### src/rtl/data_path.sv
// K&S processor execution datapath: PC, IR, register bank, ALU and flags.
// Decodes IR for the control FSM and sources RAM address and write data.
package data_path_pkg;
    typedef enum logic [3:0] {
        I_NOP, I_BRANCH, I_BZERO, I_BNEG, I_BOV, I_BNOV,
        I_LOAD, I_STORE, I_MOVE,
        I_ADD, I_SUB, I_AND, I_OR,
        I_HALT
    } decoded_instruction_type;
endpackage

module data_path
    import data_path_pkg::*;
#(
    parameter int DATA_W = 16,
    parameter int ADDR_W = 5,
    parameter int NREGS  = 4
) (
    input  logic                    clk,
    input  logic                    rst_n,
    input  logic                    ir_enable,
    input  logic                    pc_enable,
    input  logic                    branch,
    input  logic                    addr_sel,
    input  logic                    c_sel,
    input  logic                    write_reg_enable,
    input  logic [1:0]              operation,
    input  logic                    flags_reg_enable,
    input  logic [DATA_W-1:0]       data_in,
    output logic [ADDR_W-1:0]       ram_addr,
    output logic [DATA_W-1:0]       data_out,
    output decoded_instruction_type decoded_instruction,
    output logic                    zero_op,
    output logic                    neg_op,
    output logic                    unsigned_overflow,
    output logic                    signed_overflow
);

    logic [ADDR_W-1:0] pc_q, pc_d;
    logic [DATA_W-1:0] ir_q, ir_d;
    logic [DATA_W-1:0] regs_q [NREGS];
    logic              zero_q, neg_q, uov_q, sov_q;

    logic [1:0]        wr_idx, a_idx, b_idx;
    logic [DATA_W-1:0] op_a, op_b, alu_res, wr_data;
    logic [DATA_W:0]   ext;
    logic              alu_zero, alu_neg, alu_uov, alu_sov;
    logic [7:0]        opcode;

    assign opcode = ir_q[15:8];

    always_comb begin
        decoded_instruction = I_NOP;
        case (opcode)
            8'h01:   decoded_instruction = I_BRANCH;
            8'h02:   decoded_instruction = I_BZERO;
            8'h03:   decoded_instruction = I_BNEG;
            8'h04:   decoded_instruction = I_BOV;
            8'h05:   decoded_instruction = I_BNOV;
            8'h81:   decoded_instruction = I_LOAD;
            8'h82:   decoded_instruction = I_STORE;
            8'h91:   decoded_instruction = I_MOVE;
            8'hA1:   decoded_instruction = I_ADD;
            8'hA2:   decoded_instruction = I_SUB;
            8'hA3:   decoded_instruction = I_AND;
            8'hA4:   decoded_instruction = I_OR;
            8'hFF:   decoded_instruction = I_HALT;
            default: decoded_instruction = I_NOP;
        endcase
    end

    // MOVE reuses the ALU as OR with both operands the source register.
    always_comb begin
        wr_idx = ir_q[5:4];
        a_idx  = ir_q[3:2];
        b_idx  = ir_q[1:0];
        case (decoded_instruction)
            I_LOAD: begin
                wr_idx = ir_q[6:5];
                a_idx  = ir_q[6:5];
            end
            I_STORE: a_idx = ir_q[6:5];
            I_MOVE: begin
                wr_idx = ir_q[3:2];
                a_idx  = ir_q[1:0];
                b_idx  = ir_q[1:0];
            end
            default: ;
        endcase
    end

    assign op_a = regs_q[a_idx];
    assign op_b = regs_q[b_idx];

    always_comb begin
        ext     = '0;
        alu_res = '0;
        alu_uov = 1'b0;
        alu_sov = 1'b0;
        case (operation)
            2'b00: alu_res = op_a | op_b;
            2'b01: begin
                ext     = {1'b0, op_a} + {1'b0, op_b};
                alu_res = ext[DATA_W-1:0];
                alu_uov = ext[DATA_W];
                alu_sov = (op_a[DATA_W-1] == op_b[DATA_W-1]) &&
                          (alu_res[DATA_W-1] != op_a[DATA_W-1]);
            end
            2'b10: begin
                ext     = {1'b0, op_a} - {1'b0, op_b};
                alu_res = ext[DATA_W-1:0];
                alu_uov = ext[DATA_W];
                alu_sov = (op_a[DATA_W-1] != op_b[DATA_W-1]) &&
                          (alu_res[DATA_W-1] != op_a[DATA_W-1]);
            end
            default: alu_res = op_a & op_b;
        endcase
    end

    assign alu_zero = (alu_res == '0);
    assign alu_neg  = alu_res[DATA_W-1];

    assign wr_data = c_sel ? data_in : alu_res;

    always_comb begin
        pc_d = pc_q;
        if (pc_enable) begin
            if (branch) pc_d = ir_q[ADDR_W-1:0];
            else        pc_d = pc_q + ADDR_W'(1);
        end
        ir_d = ir_enable ? data_in : ir_q;
    end

    always_ff @(posedge clk or negedge rst_n) begin
        if (!rst_n) begin
            pc_q <= '0;
            ir_q <= '0;
        end else begin
            pc_q <= pc_d;
            ir_q <= ir_d;
        end
    end

    always_ff @(posedge clk or negedge rst_n) begin
        if (!rst_n) begin
            for (int i = 0; i < NREGS; i++) regs_q[i] <= '0;
        end else if (write_reg_enable) begin
            regs_q[wr_idx] <= wr_data;
        end
    end

    always_ff @(posedge clk or negedge rst_n) begin
        if (!rst_n) begin
            zero_q <= 1'b0;
            neg_q  <= 1'b0;
            uov_q  <= 1'b0;
            sov_q  <= 1'b0;
        end else if (flags_reg_enable) begin
            zero_q <= alu_zero;
            neg_q  <= alu_neg;
            uov_q  <= alu_uov;
            sov_q  <= alu_sov;
        end
    end

    assign ram_addr          = addr_sel ? ir_q[ADDR_W-1:0] : pc_q;
    assign data_out          = op_a;
    assign zero_op           = zero_q;
    assign neg_op            = neg_q;
    assign unsigned_overflow = uov_q;
    assign signed_overflow   = sov_q;

endmodule

### config.mk
export PLATFORM = sky130hd
export DESIGN_NAME = data_path
export DESIGN_NICKNAME = d
export VERILOG_FILES = /design/src/rtl/data_path.sv
export SDC_FILE = /design/constraint.sdc
export NUM_CORES = 1
export LEC_CHECK = 0
export CAP_MARGIN = 20
export CORE_ASPECT_RATIO = 1.75
export CORE_MARGIN = 2
export CORE_UTILIZATION = 55
export DETAILED_ROUTE_END_ITERATION = 8
export PLACE_DENSITY = 0.76
export SLEW_MARGIN = 10
export SYNTH_ARGS = -nofsm -noshare
export SYNTH_HDL_FRONTEND = slang
export SYNTH_SLANG_ARGS = --single-unit
export TNS_END_PERCENT = 50
### constraint.sdc
create_clock -name clk -period 6.58 [get_ports clk]
set_input_delay 1.645 -clock clk [delete_from_list [all_inputs] [get_ports clk]]
set_output_delay 1.645 -clock clk [all_outputs]
set_load 0.02 [all_outputs]
# --- Yosys cells after proc, flatten, opt, wreduce, memory -nomap -nowiden ---
# Index checks and enable logic that the tools add are counted.
word_totals:
  out_inout_bits: 29
  input_bits: 27
  wordCells: 68
  ff_bits: 89
op_classes:
  n_reduce_logical: 6
  magnitude_cmp: 4
  addsub: 3
  bitwise: 5
  mux: 18
  n_eq_ne: 22
op_table:
  columns: ["op", "count"]
  rows:
  - ["$mux W16", 6]
  - ["$bmux W16 S2", 2]
  - ["$bwmux W64", 1]
  - ["$eq A8 B8 Y1 const B", 8]
  - ["$pmux W4 S13", 1]
  - ["$pmux W16 S3", 1]
  - ["$demux W16 S2", 1]
  - ["$add A16 B16 Y17", 1]
  - ["$sub A16 B16 Y17", 1]
  - ["$and A16 B16 Y16", 1]
  - ["$eq A8 B2 Y1 const B", 2]
  - ["$eq A8 B3 Y1 const B", 2]
  - ["$logic_not A16 Y1", 1]
  - ["$or A16 B16 Y16", 1]
  - ["$mux W5", 2]
  - ["$ge A3 B3 Y1 const B", 3]
  - ["$not A2 Y3", 3]
  - ["$eq A4 B3 Y1 const B", 2]
  - ["$eq A8 B1 Y1 const B", 1]
  - ["$pmux W2 S2", 2]
  - ["$add A5 B1 Y5 const B", 1]
  - ["$eq A4 B4 Y1 const B", 1]
  - ["$pmux W1 S2", 2]
  - ["$logic_and A1 B1 Y1", 3]
  - ["other kinds (7)", 9]

# --- Logic depth before layout (Yosys ltp) ---
# Gate-level depths: netlist of run 1.
depth:
  word_depth: 13
  mapped_depth: 22
  mapped_depth_nobuf: 19

# --- Worst setup path after synthesis of run 1 ---
# No wires, ideal clock.
synth_path:
  path_type: "register to register"
  startpoint: "reg ir_q[9]"
  endpoint: "reg zero_q, in the netlist zero_op"
  slack_ps: 1497
  required_ps: 6485
  path_buffers: 2
  synth_period_minus_slack_ps: 5083
  setup_time_ps: 95
  arrival_ps: 4987
  path_stages_with_launch: 22
  cell_sequence: "dfrtp_1 -> buf_2 -> or3b_2 -> nor3_2 -> and4_1 -> a21oi_1 -> nand2_1 -> buf_2 -> mux2i_1 -> mux2_2 -> inv_1 -> ha_1 -> fa_1 -> a21oi_1 -> o2111ai_1 -> xor2_1 -> a221o_1 -> mux2i_1 -> and4b_1 -> nand3_1 -> or4b_1 -> o32ai_2"
synth_via:
  elab_chain_len: 12
  elab_cells_between_ends: 29
  classes_between: "2 x add/sub; 16 x eq/ne; 6 x mux; 3 x bitwise; 2 x reduce/logical"
synth_rtl:
  columns: ["element", "line", "text"]
  rows:
  - ["start, declared", "40", "logic [DATA_W-1:0] ir_q, ir_d;"]
  - ["start signal, assigned", "140", "ir_q <= ir_d;"]
  - ["$eq A8 B8 Y1, or another cell as far along", "54", "case (opcode)"]
  - ["$pmux W4 S13 (*)", "54", null]
  - ["$eq A4 B3 Y1", "77", "case (decoded_instruction)"]
  - ["$reduce_or A2 Y1 (no source line)", null, null]
  - ["$pmux W2 S2 (*)", "77", null]
  - ["$not A2 Y3 (implied by the code) (*)", "92", "assign op_a = regs_q[a_idx];"]
  - ["$bmux W16 S2 (*)", "92", null]
  - ["$mux W16 (implied by the code) (*) (2 in series)", "92", null]
  - ["named net data_out[0]", "31", "output logic [DATA_W-1:0] data_out,"]
  - ["$sub A16 B16 Y17, or another cell as far along", "110", "ext = {1'b0, op_a} - {1'b0, op_b};"]
  - ["$pmux W16 S3 (*)", "100", "case (operation)"]
  - ["$logic_not A16 Y1 (*)", "120", "assign alu_zero = (alu_res == '0);"]
  - ["end signal, assigned", "159", "zero_q <= alu_zero;"]
  - ["end, declared", "42", "logic zero_q, neg_q, uov_q, sov_q;"]
# Mark *: on every way through the listed nets, which the timed path passes. The rest lies on a longest branch. The select of a mux whose other input is x is not followed.
# A chain may end at the register's enable or synchronous reset.

# --- Worst setup path after layout of run 1 ---
layout_path:
  startpoint: "reg ir_q[9]"
  endpoint: "reg zero_q, in the netlist zero_op"
layout_via:
  elab_chain_len: 12
  elab_cells_between_ends: 29
  classes_between: "2 x add/sub; 16 x eq/ne; 6 x mux; 3 x bitwise; 2 x reduce/logical"
layout_rtl:
  columns: ["element", "line"]
  rows:
  - ["$eq A8 B8 Y1, or another cell as far along", "54"]
  - ["$pmux W4 S13 (*)", "54"]
  - ["$eq A4 B3 Y1", "77"]
  - ["$reduce_or A2 Y1 (no source line)", null]
  - ["$pmux W2 S2 (*)", "77"]
  - ["$not A2 Y3 (implied by the code) (*)", "92"]
  - ["$bmux W16 S2 (*)", "92"]
  - ["$mux W16 (implied by the code) (*) (2 in series)", "92"]
  - ["$sub A16 B16 Y17, or another cell as far along", "110"]
  - ["$pmux W16 S3 (*)", "100"]
  - ["$logic_not A16 Y1 (*)", "120"]
# Every way passes the cells marked *; elsewhere a longest branch is shown, timed or not. The select of a mux whose other input is x is not followed.

==> results.md, run 1 <==
- Status: finished clean
- Number of flops mapped to enable cells by yosys: 0
- Fin cells: 988
- Clock H-tree levels: 3
- Post-synth cell types: 77
- DP Area: 7833 µm²
- Vias in the first global route: 6202
- Syn Inst Count: 783
- CTS buffer count: 9
- Tot GR Track Use: 27.16%
- Max-slew headroom: 28.88%
- Die height: 155.6 µm
- Main synth FF type: dfrtp_1
- Setup Buffers After CTS: 0
- VDD IR-drop max: 0.0002074 V
- Leakage: 3.589 nW
- Initial antenna violation count: 0
- Clk root buf: clkbuf_16
- Detailed Place HPWL: 14120 µm
- Placed Cells: 970
- Max Cap Viol: 0
- Req. time, crit path: 6830 ps
- DRT antenna net count: 0
- Synthesized cell area: 7221 µm²
- Mean Syn Cell Area: 9.222 µm²
- DR vias: 6038
- FF+latch count, synth: 88
- Clock Pin Slew Worst Setup and Hold Paths: 70 ps
- Fin crit share: 89.29%
- Drt pass-1 iters: 5
- Hold Fails Final Rpt: 0
- # setup viols final: 0
- DRC: 0
- Nets: 898
- Core area: 12870 µm²
- Synth warn: 0
- Port bufs: 55
- WL/cell: 19.07 µm
- Placer Congestion: 0.9103
- CTS resizes: 0
- Clock sink count: 88
- ANT cells: 0
- Post-CTS Hold Buffers: 0
- Die area: 14100 µm²
- Sequential area share after synthesis: 30.50%
- Row count: 55
- Grt total ovfl: 0
- RSZ-0062 raised after global routing: false
- Drt total wl: 18840 µm
- Power density over cell area: 480.1 nW/µm²
- Worst-Margin Slew: 1064 ps
- Chip width: 90.62 µm
- # fillers: 1084
- Ys async rst share: 100.0%
- Highest Clock Rate: 0.1702 GHz
- Worst endpoint data arrival time: 6130 ps
- Vias per std cell: 6.111
- First-pass GRT wire length: 30640 µm
- Worst-skew pair later-pin latency: 340 ps
- # IOs: 56
- Layout area overhead: 13.69%
- Finished Cell Area: 8209 µm²
- Crit path time final: 5875 ps
- Synth Net Count: 869
- Layout cell share with drive strength beyond 1: 13.46%
- Max-slew violations: 0
- Setup TNS: 0 ps
- Crit start category: flip-flop
- DR iter-0 viols: 325
- Largest net degree at the start of global routing: 89
- Endpoint type of the worst setup path: flip-flop
- Clk buf depth: 2
- Max Clock Skew: 7.750 ps
- CP Class: reg2reg
- Crit path max fanout: 13
- CTS tree: yes
- Initial Util: 56.11%
- Hold/Removal Path Class: reg2reg
registers in the layout, indices dropped and copies added (netlist names):
signal / cells
regs_q: 64
signed_overflow: 1
ir_q: 15
neg_op: 1
unsigned_overflow: 1
pc_q: 5
zero_op: 1
worst max-delay path, cell delays in order (launching register included):
cell and delay, ps:
dfrtp_1 470, or3b_2 540, nor3_2 190, nand4_1 280
nand3_1 180, nand2_1 380, buf_4 330, mux2i_1 110
mux2_2 280, ha_1 550, nor3_2 110, a2111oi_2 580
xor2_1 140, a221o_1 370, mux2i_1 190, and4b_1 240
nand3_1 100, or4b_1 510, o32ai_2 250
logic make-up (layout without fill, tap and decap cells):
| kind of cell | after synthesis | after routing | share of synthesized area [%] |
|---|---|---|---|
| AND/OR/NAND/NOR | 208 | 208 | 14.43 |
| AO/OA/AOI/OAI | 201 | 201 | 18.80 |
| buffers and inverters | 106 | 140 | 5.978 |
| multiplexers | 97 | 97 | 16.95 |
| flip-flops | 88 | 88 | 30.50 |
| adder cells (fa/ha/maj) | 59 | 59 | 10.43 |
| XOR/XNOR | 24 | 24 | 2.911 |
area by class of cell:
class                   instances  area [µm²]  share of cell area [%]
flip-flops and latches         88        2202                   26.83
clock inverters                 6       92.59                   1.128
inverters                      59       221.5                   2.698
repair buffers                 65       663.1                   8.078
multi-input cells             589        4587                   55.88
clock buffers                  10       229.0                   2.789
well taps                     171       214.0                   2.606
per-layer routing:
layer  track usage (%)  share of wire, %
met5                 0                 0
met4             12.01               3.2
met3             3.140               4.8
met2             49.11                52
met1             32.26                40
worst paths after layout:
check                                  startpoint                endpoint  slack (ps)  cells past startpoint
setup reg to reg              ir_q[9]$_DFFE_PN0P_     zero_op$_DFFE_PN0P_         700                     18
max in group asynchronous                   rst_n  regs_q[60]$_DFFE_PN0P_        4750                      2
setup / recovery              ir_q[9]$_DFFE_PN0P_     zero_op$_DFFE_PN0P_         700                     18
min in group asynchronous                   rst_n   regs_q[1]$_DFFE_PN0P_        1200                      1
hold reg to reg            regs_q[59]$_DFFE_PN0P_  regs_q[59]$_DFFE_PN0P_         510                      2
hold / removal             regs_q[59]$_DFFE_PN0P_  regs_q[59]$_DFFE_PN0P_         510                      2
cell usage in the layout, fill, tap and decap left out, types with 9 or more instances in the layout:
cell type        netlist  final
dfrtp_1               88     88
nand2_1               65     65
nor2_1                59     59
inv_1                 57     57
a21oi_1               57     57
ha_1                  57     57
o21ai_0               54     54
clkdlybuf4s50_1        0     54
mux2_2                41     41
mux2i_1               39     39
nand3_1               18     18
xnor2_1               16     16
mux4_2                16     16
nor2b_1               10     10
clkbuf_16              0      9
buf_4                  3      9
per-stage QoR:
step | hold slack (ps) | util, % | setup slack [ps] | power (mW)
2_1_floorplan | 465.3 | - | 1497 | 2.743
3_3_place_gp | 479.7 | 60.87 | 857.4 | 3.265
3_5_place_dp | 495.7 | 60.87 | 740.0 | 3.347
4_1_cts | 506.7 | 63.36 | 741.8 | 3.910
5_1_grt | 532.9 | 63.79 | 361.0 | 4.233
6_report | 507.2 | 63.79 | 704.6 | 3.941
power by group:
part	total [mW]	internal [mW]	switching, mW	leakage, nW
sequential	0.873	0.723	0.150	1.06
clock	0.549	0.335	0.215	0.149
combinational	2.52	1.09	1.43	2.38
total	3.94	2.15	1.80	3.59
synthesized netlist by cell type (3+ instances only):
master     count  area (µm²)
dfrtp_1       88        2202
nand2_1       65       244.0
nor2_1        59       221.5
a21oi_1       57       285.3
ha_1          57       713.2
inv_1         57       214.0
o21ai_0       54       270.3
mux2_2        41       461.7
mux2i_1       39       390.4
clkbuf_1      30       112.6
nand3_1       18       90.09
mux4_2        16       360.4
xnor2_1       16       140.1
buf_2         12       60.06
nor2b_1       10       62.56
o21bai_1       8       60.06
xor2_1         8       70.07
a211oi_1       7       52.55
nand4_1        7       43.79
o21a_1         6       45.04
o22ai_1        6       37.54
o31ai_1        6       45.04
a221oi_1       5       43.79
nand2b_1       5       31.28
nor3_1         5       25.02
a221o_1        4       40.04
nand3b_1       4       30.03
nor3b_1        4       30.03
o211ai_1       4       30.03
a2111oi_2      3       45.04
a31o_2         3       26.28
a31oi_1        3       18.77
and2_1         3       18.77
buf_4          3       22.52
nand4b_1       3       26.28
nor3_2         3       30.03
nor4b_1        3       26.28
o21ai_1        3       15.01
o221ai_1       3       26.28
o31a_1         3       26.28
or3_1          3       18.77
(Power assumes the default switching activity.)
==> run 2: changes to the inputs <==
DONT_BUFFER_PORTS = 1   (was default)
PLACE_DENSITY = 0.7   (was 0.76)
==> results.md, run 2 (synthesis gave the netlist of run 1 again) <==
- Commonest non-fill, non-tap cells in the layout: dfrtp_1 (88), nand2_1 (65), nor2_1 (59)
- Clk root buf: clkbuf_16
- Crit path max fanout: 9 (-4)
- Die area: 14100 µm² (unchanged)
- Vias in the first global route: 6057 (-2.3%)
- Power density over cell area: 494.5 nW/µm² (+3.0%)
- Most common cell after layout, fill and taps aside: dfrtp_1
- Nets: 839 (-6.6%)
- Initial Util: 56.11% (unchanged)
- Biggest register: regs_q
- Die height: 155.6 µm (unchanged)
- Core area: 12870 µm² (unchanged)
- Drt pass-1 iters: 6 (+1)
- CTS resizes: 0 (unchanged)
- Grt total ovfl: 0 (unchanged)
- VDD IR-drop max: 0.0002162 V (+4.2%)
- DRC: 0 (unchanged)
- Worst-Margin Slew: 1067 ps (+2.604 ps)
- Status: finished clean
- Hold/Removal Path Class: reg2reg
- DR vias: 5973 (-1.1%)
- Biggest regs: regs_q: 64 flops, ir_q: 15 flops, pc_q: 5 flops
- CTS tree: yes
- Layout cell share with drive strength beyond 1: 13.72% (+0.26 points)
- Req. time, crit path: 6790 ps (-40 ps)
- Clock Pin Slew Worst Setup and Hold Paths: 60 ps (about the same)
- Final core area utilization: 58.56% (-5.2 points)
- Crit start category: flip-flop
- CTS buffer count: 9 (unchanged)
- Endpoint type of the worst setup path: flip-flop
- Vias per std cell: 6.429 (+5.2%)
- DRT antenna net count: 0 (unchanged)
- Finished Cell Area: 7536 µm² (-8.2%)
- Largest register FFs: 64 (unchanged)
- First-pass GRT wire length: 31030 µm (+1.3%)
- WL/cell: 20.74 µm (+8.7%)
- Pre-CTS setup slack: 849.5 ps (+109.5 ps)
- ANT cells: 0 (unchanged)
- Fin crit share: 89.45% (+0.16 points)
- Setup Buffers After CTS: 0 (unchanged)
- DR iter-0 viols: 327 (+0.62%)
- Layout area overhead: 4.367%
- Port bufs: 0 (-100%)
- Post-CTS Hold Buffers: 0 (unchanged)
- Row count: 55 (unchanged)
- Max-slew violations: 0 (unchanged)
- CP Class: reg2reg
- DP Area: 7269 µm² (-7.2%)
- RSZ-0062 raised after global routing: false
- Worst endpoint data arrival time: 6100 ps (-30 ps)
- Tot GR Track Use: 27.68% (+0.52 points)
- Max Cap Viol: 0 (unchanged)
- Chip width: 90.62 µm (unchanged)
- Max-slew headroom: 28.71% (-0.17 points)
- Largest net degree at the start of global routing: 89 (unchanged)
- # setup viols final: 0 (unchanged)
- Setup TNS: 0 ps (unchanged)
- Crit path time final: 5886 ps (+10.50 ps)
- Max Clock Skew: 5.994 ps (-1.756 ps)
- # IOs: 56 (unchanged)
- Detailed Place HPWL: 14450 µm (+2.3%)
- Final worst setup slack: 694.1 ps (-10.50 ps)
- Worst-skew pair later-pin latency: 330 ps (about the same)
- Initial antenna violation count: 0 (unchanged)
- Placer Congestion: 0.9950 (+9.3%)
- Leakage: 3.329 nW (-7.2%)
- Clk buf depth: 2 (unchanged)
- Clock H-tree levels: 3 (unchanged)
- Clock sink count: 88 (unchanged)
- Drt total wl: 19260 µm (+2.2%)
- Highest Clock Rate: 0.1699 GHz (-0.18%)
- Hold Fails Final Rpt: 0 (unchanged)
==> run 2: changes by cell type in the layout (fill, tap and decap cells not counted), sizes merged <==
cell           delta
clkbuf            +2
clkdlybuf4s50    -54
inv               -1
buf               -5
clkinvlp          -2
clkinv            +3
bufinv            -2
==> run 2: metrics by stage <==
step / power, mW / cells / hold WS, ps
global route: 4.005 / 929 / 534.3
detailed placement: 3.217 / 913 / 490.6
finish: 3.726 / 929 / 503.1
global placement: 3.135 / 913 / 477.2
floorplan: 2.743 / 783 / 465.3
CTS: 3.691 / 929 / 504.0
==> run 2: final cells by class <==
class	instances	area, µm²
Tap cell	171	214.0
Multi-Input combinational cell	589	4587
Clock buffer	12	246.5
Clock inverter	4	20.02
Inverter	59	221.5
Timing Repair Buffer	6	45.04
Sequential cell	88	2202
Fill cell	1137	5333
==> run 2: per-layer routing <==
layer	global-route usage (%)	wire length (µm)	vias up
li1	-	-	2752
met1	32.06	7383	2924
met2	50.21	10040	248
met3	3.671	1092	49
met4	13.11	751	0
met5	0	0	-
==> run 2: final timing paths <==
kind                                   startpoint                endpoint  slack (ps)  cells past startpoint
max in group asynchronous                   rst_n     pc_q[2]$_DFFE_PN0P_        5460                      0
hold reg to reg            regs_q[17]$_DFFE_PN0P_  regs_q[17]$_DFFE_PN0P_         500                      2
min in group asynchronous                   rst_n  regs_q[29]$_DFFE_PN0P_        1000                      0
hold / removal             regs_q[17]$_DFFE_PN0P_  regs_q[17]$_DFFE_PN0P_         500                      2
setup reg to reg              ir_q[9]$_DFFE_PN0P_  regs_q[46]$_DFFE_PN0P_         690                     19
setup / recovery              ir_q[9]$_DFFE_PN0P_  regs_q[46]$_DFFE_PN0P_         690                     19
==> run 2: critical path, stage by stage (launching register included) <==
cell and delay (ps):
dfrtp_1 470, or3b_2 550, nor3_2 210, nand4_1 310
nand3_1 180, nand2_1 240, mux2i_1 240, mux2_2 210
inv_1 160, ha_1 310, fa_1 450, a21oi_1 320
o2111ai_1 290, a211oi_2 330, a21oi_1 180, a31o_2 310
o221a_2 230, o21ai_0 270, nor2_1 140, o41ai_1 360
==> run 2: where the power goes <==
part | leakage, nW | internal, mW | switching [mW]
logic | 2.14 | 0.971 | 1.42
clock network | 0.136 | 0.263 | 0.193
registers | 1.06 | 0.724 | 0.159
total | 3.33 | 1.96 | 1.77
==> RTL change (config.mk and constraints of run 1) <==
Change the parameter `NREGS` from 4 to 2.
--- a/src/rtl/data_path.sv
+++ b/src/rtl/data_path.sv
@@ -15,5 +15,5 @@
     parameter int DATA_W = 16,
     parameter int ADDR_W = 5,
-    parameter int NREGS  = 4
+    parameter int NREGS  = 2
 ) (
     input  logic                    clk,
Formal check against the unedited RTL: not equivalent (Yosys sat finds a counterexample within 4 cycles, from zero or initial values and one cycle with rst_n low).
==> RTL change against run 1 <==
- sequential cell count shrank 32
- power shrank 14%
- synthesized cell count shrank 20%
- routed wire length shrank 18%
- die area shrank 21%
- synthesized area shrank 22%
- cell area shrank 23%
- count of clock-buffer cells in the layout shrank 4
- setup slack gained 660 ps
- critical path type unchanged
- critical endpoint is now regs_q[14]$_DFFE_PN0P_
==> RTL change: results (changes against run 1) <==
[run_status]
status = finished clean

[setup_path]
reg2reg_from = ir_q[12]$_DFFE_PN0P_

[pwr]
clkPwrFrac_pct = 8.0  ; -5.9 points
p_leak_nw = 2.80  ; -22%
total_power_mw = 3.38  ; -14%
power.density_nw_per_um2 = 532  ; +11%

[final_layout]
regArea_sq_um = 1400  ; -36%
synthToLayoutAreaGrowth_pct = 13.0
top_regs = regs_q (32), ir_q (15), pc_q (5)
nNonClkBuffers = 60  ; -7.7%
inv_count = 60  ; +1.7%
bufAreaShareNonClock_pct = 9.18  ; +1.1 points
nClkBuffers = 6  ; -4

[cts]
clock-sinks = 56  ; -36%
clock_latency_ps = 300  ; -40 ps
htree_num_levels = 2  ; -1
cts-buffers-inserted = 5  ; -4

[routing]
drtIter0Drc = 399  ; +23%
met1Wirelength_microns = 6080  ; -19%
routed_wl_microns = 15400  ; -18%

[synthesis]
ys_types = 86  ; +12%
synthTopCellsByArea = dfrtp_1 25%, ha_1 13%, mux2_2 11%, mux2i_1 4.3%, inv_1 3.7%
synth_compound_area_share_pct = 19.3  ; +0.50 points
synthAdderAreaFrac_pct = 13.4  ; +3.0 points
synth-xor-area-share_pct = 3.12  ; +0.20 points

[placed_design]
dpl.cell_count = 778  ; -20%
placed_area_sq_um = 6200  ; -21%

[grt]
use_met2_pct = 51.4  ; +2.3 points
grt_max_degree = 57  ; -36%
grt_pass1_wl_microns = 24500  ; -20%
use_met3_pct = 2.56  ; -0.58 points
groute.usage.overall_pct = 28.5  ; +1.3 points

[timing]
hold_ws_ps = 501  ; -6.26 ps
skew_ps = 5.26  ; -2.49 ps

-- RTL change: changes by cell type after synthesis, moves of 7 or more --
cell	change
dfrtp_1	-32
nor2_1	-30
a21oi_1	-28
o21ai_0	-23
mux2_2	+16
mux4_2	-16
nand2_1	-16
clkbuf_1	-15
mux2i_1	-15
nor3_1	+12
mux2_1	+8
nor2b_1	-7
-- RTL change: critical path: stages, from the launching register on --
cell,delay [ps]
dfrtp_1,430
or3_4,450
nor4_4,330
a32oi_1,160
o31ai_4,90
buf_4,330
mux2i_1,360
inv_1,100
ha_1,280
fa_1,450
a211oi_2,310
o21ai_1,190
a311o_1,380
a41o_1,270
xor2_1,150
a221o_1,300
o21ai_1,120
o21ai_1,110
mux2_2,280
-- RTL change: cell families (layout without fill, tap and decap cells) --
group,count (synthesis),in the layout
xor+xnor,20,20
mux,90,90
buf+inv,93,128
simple gates,159,159
flops,56,56
compound gates,149,149
fa+ha+maj,59,59
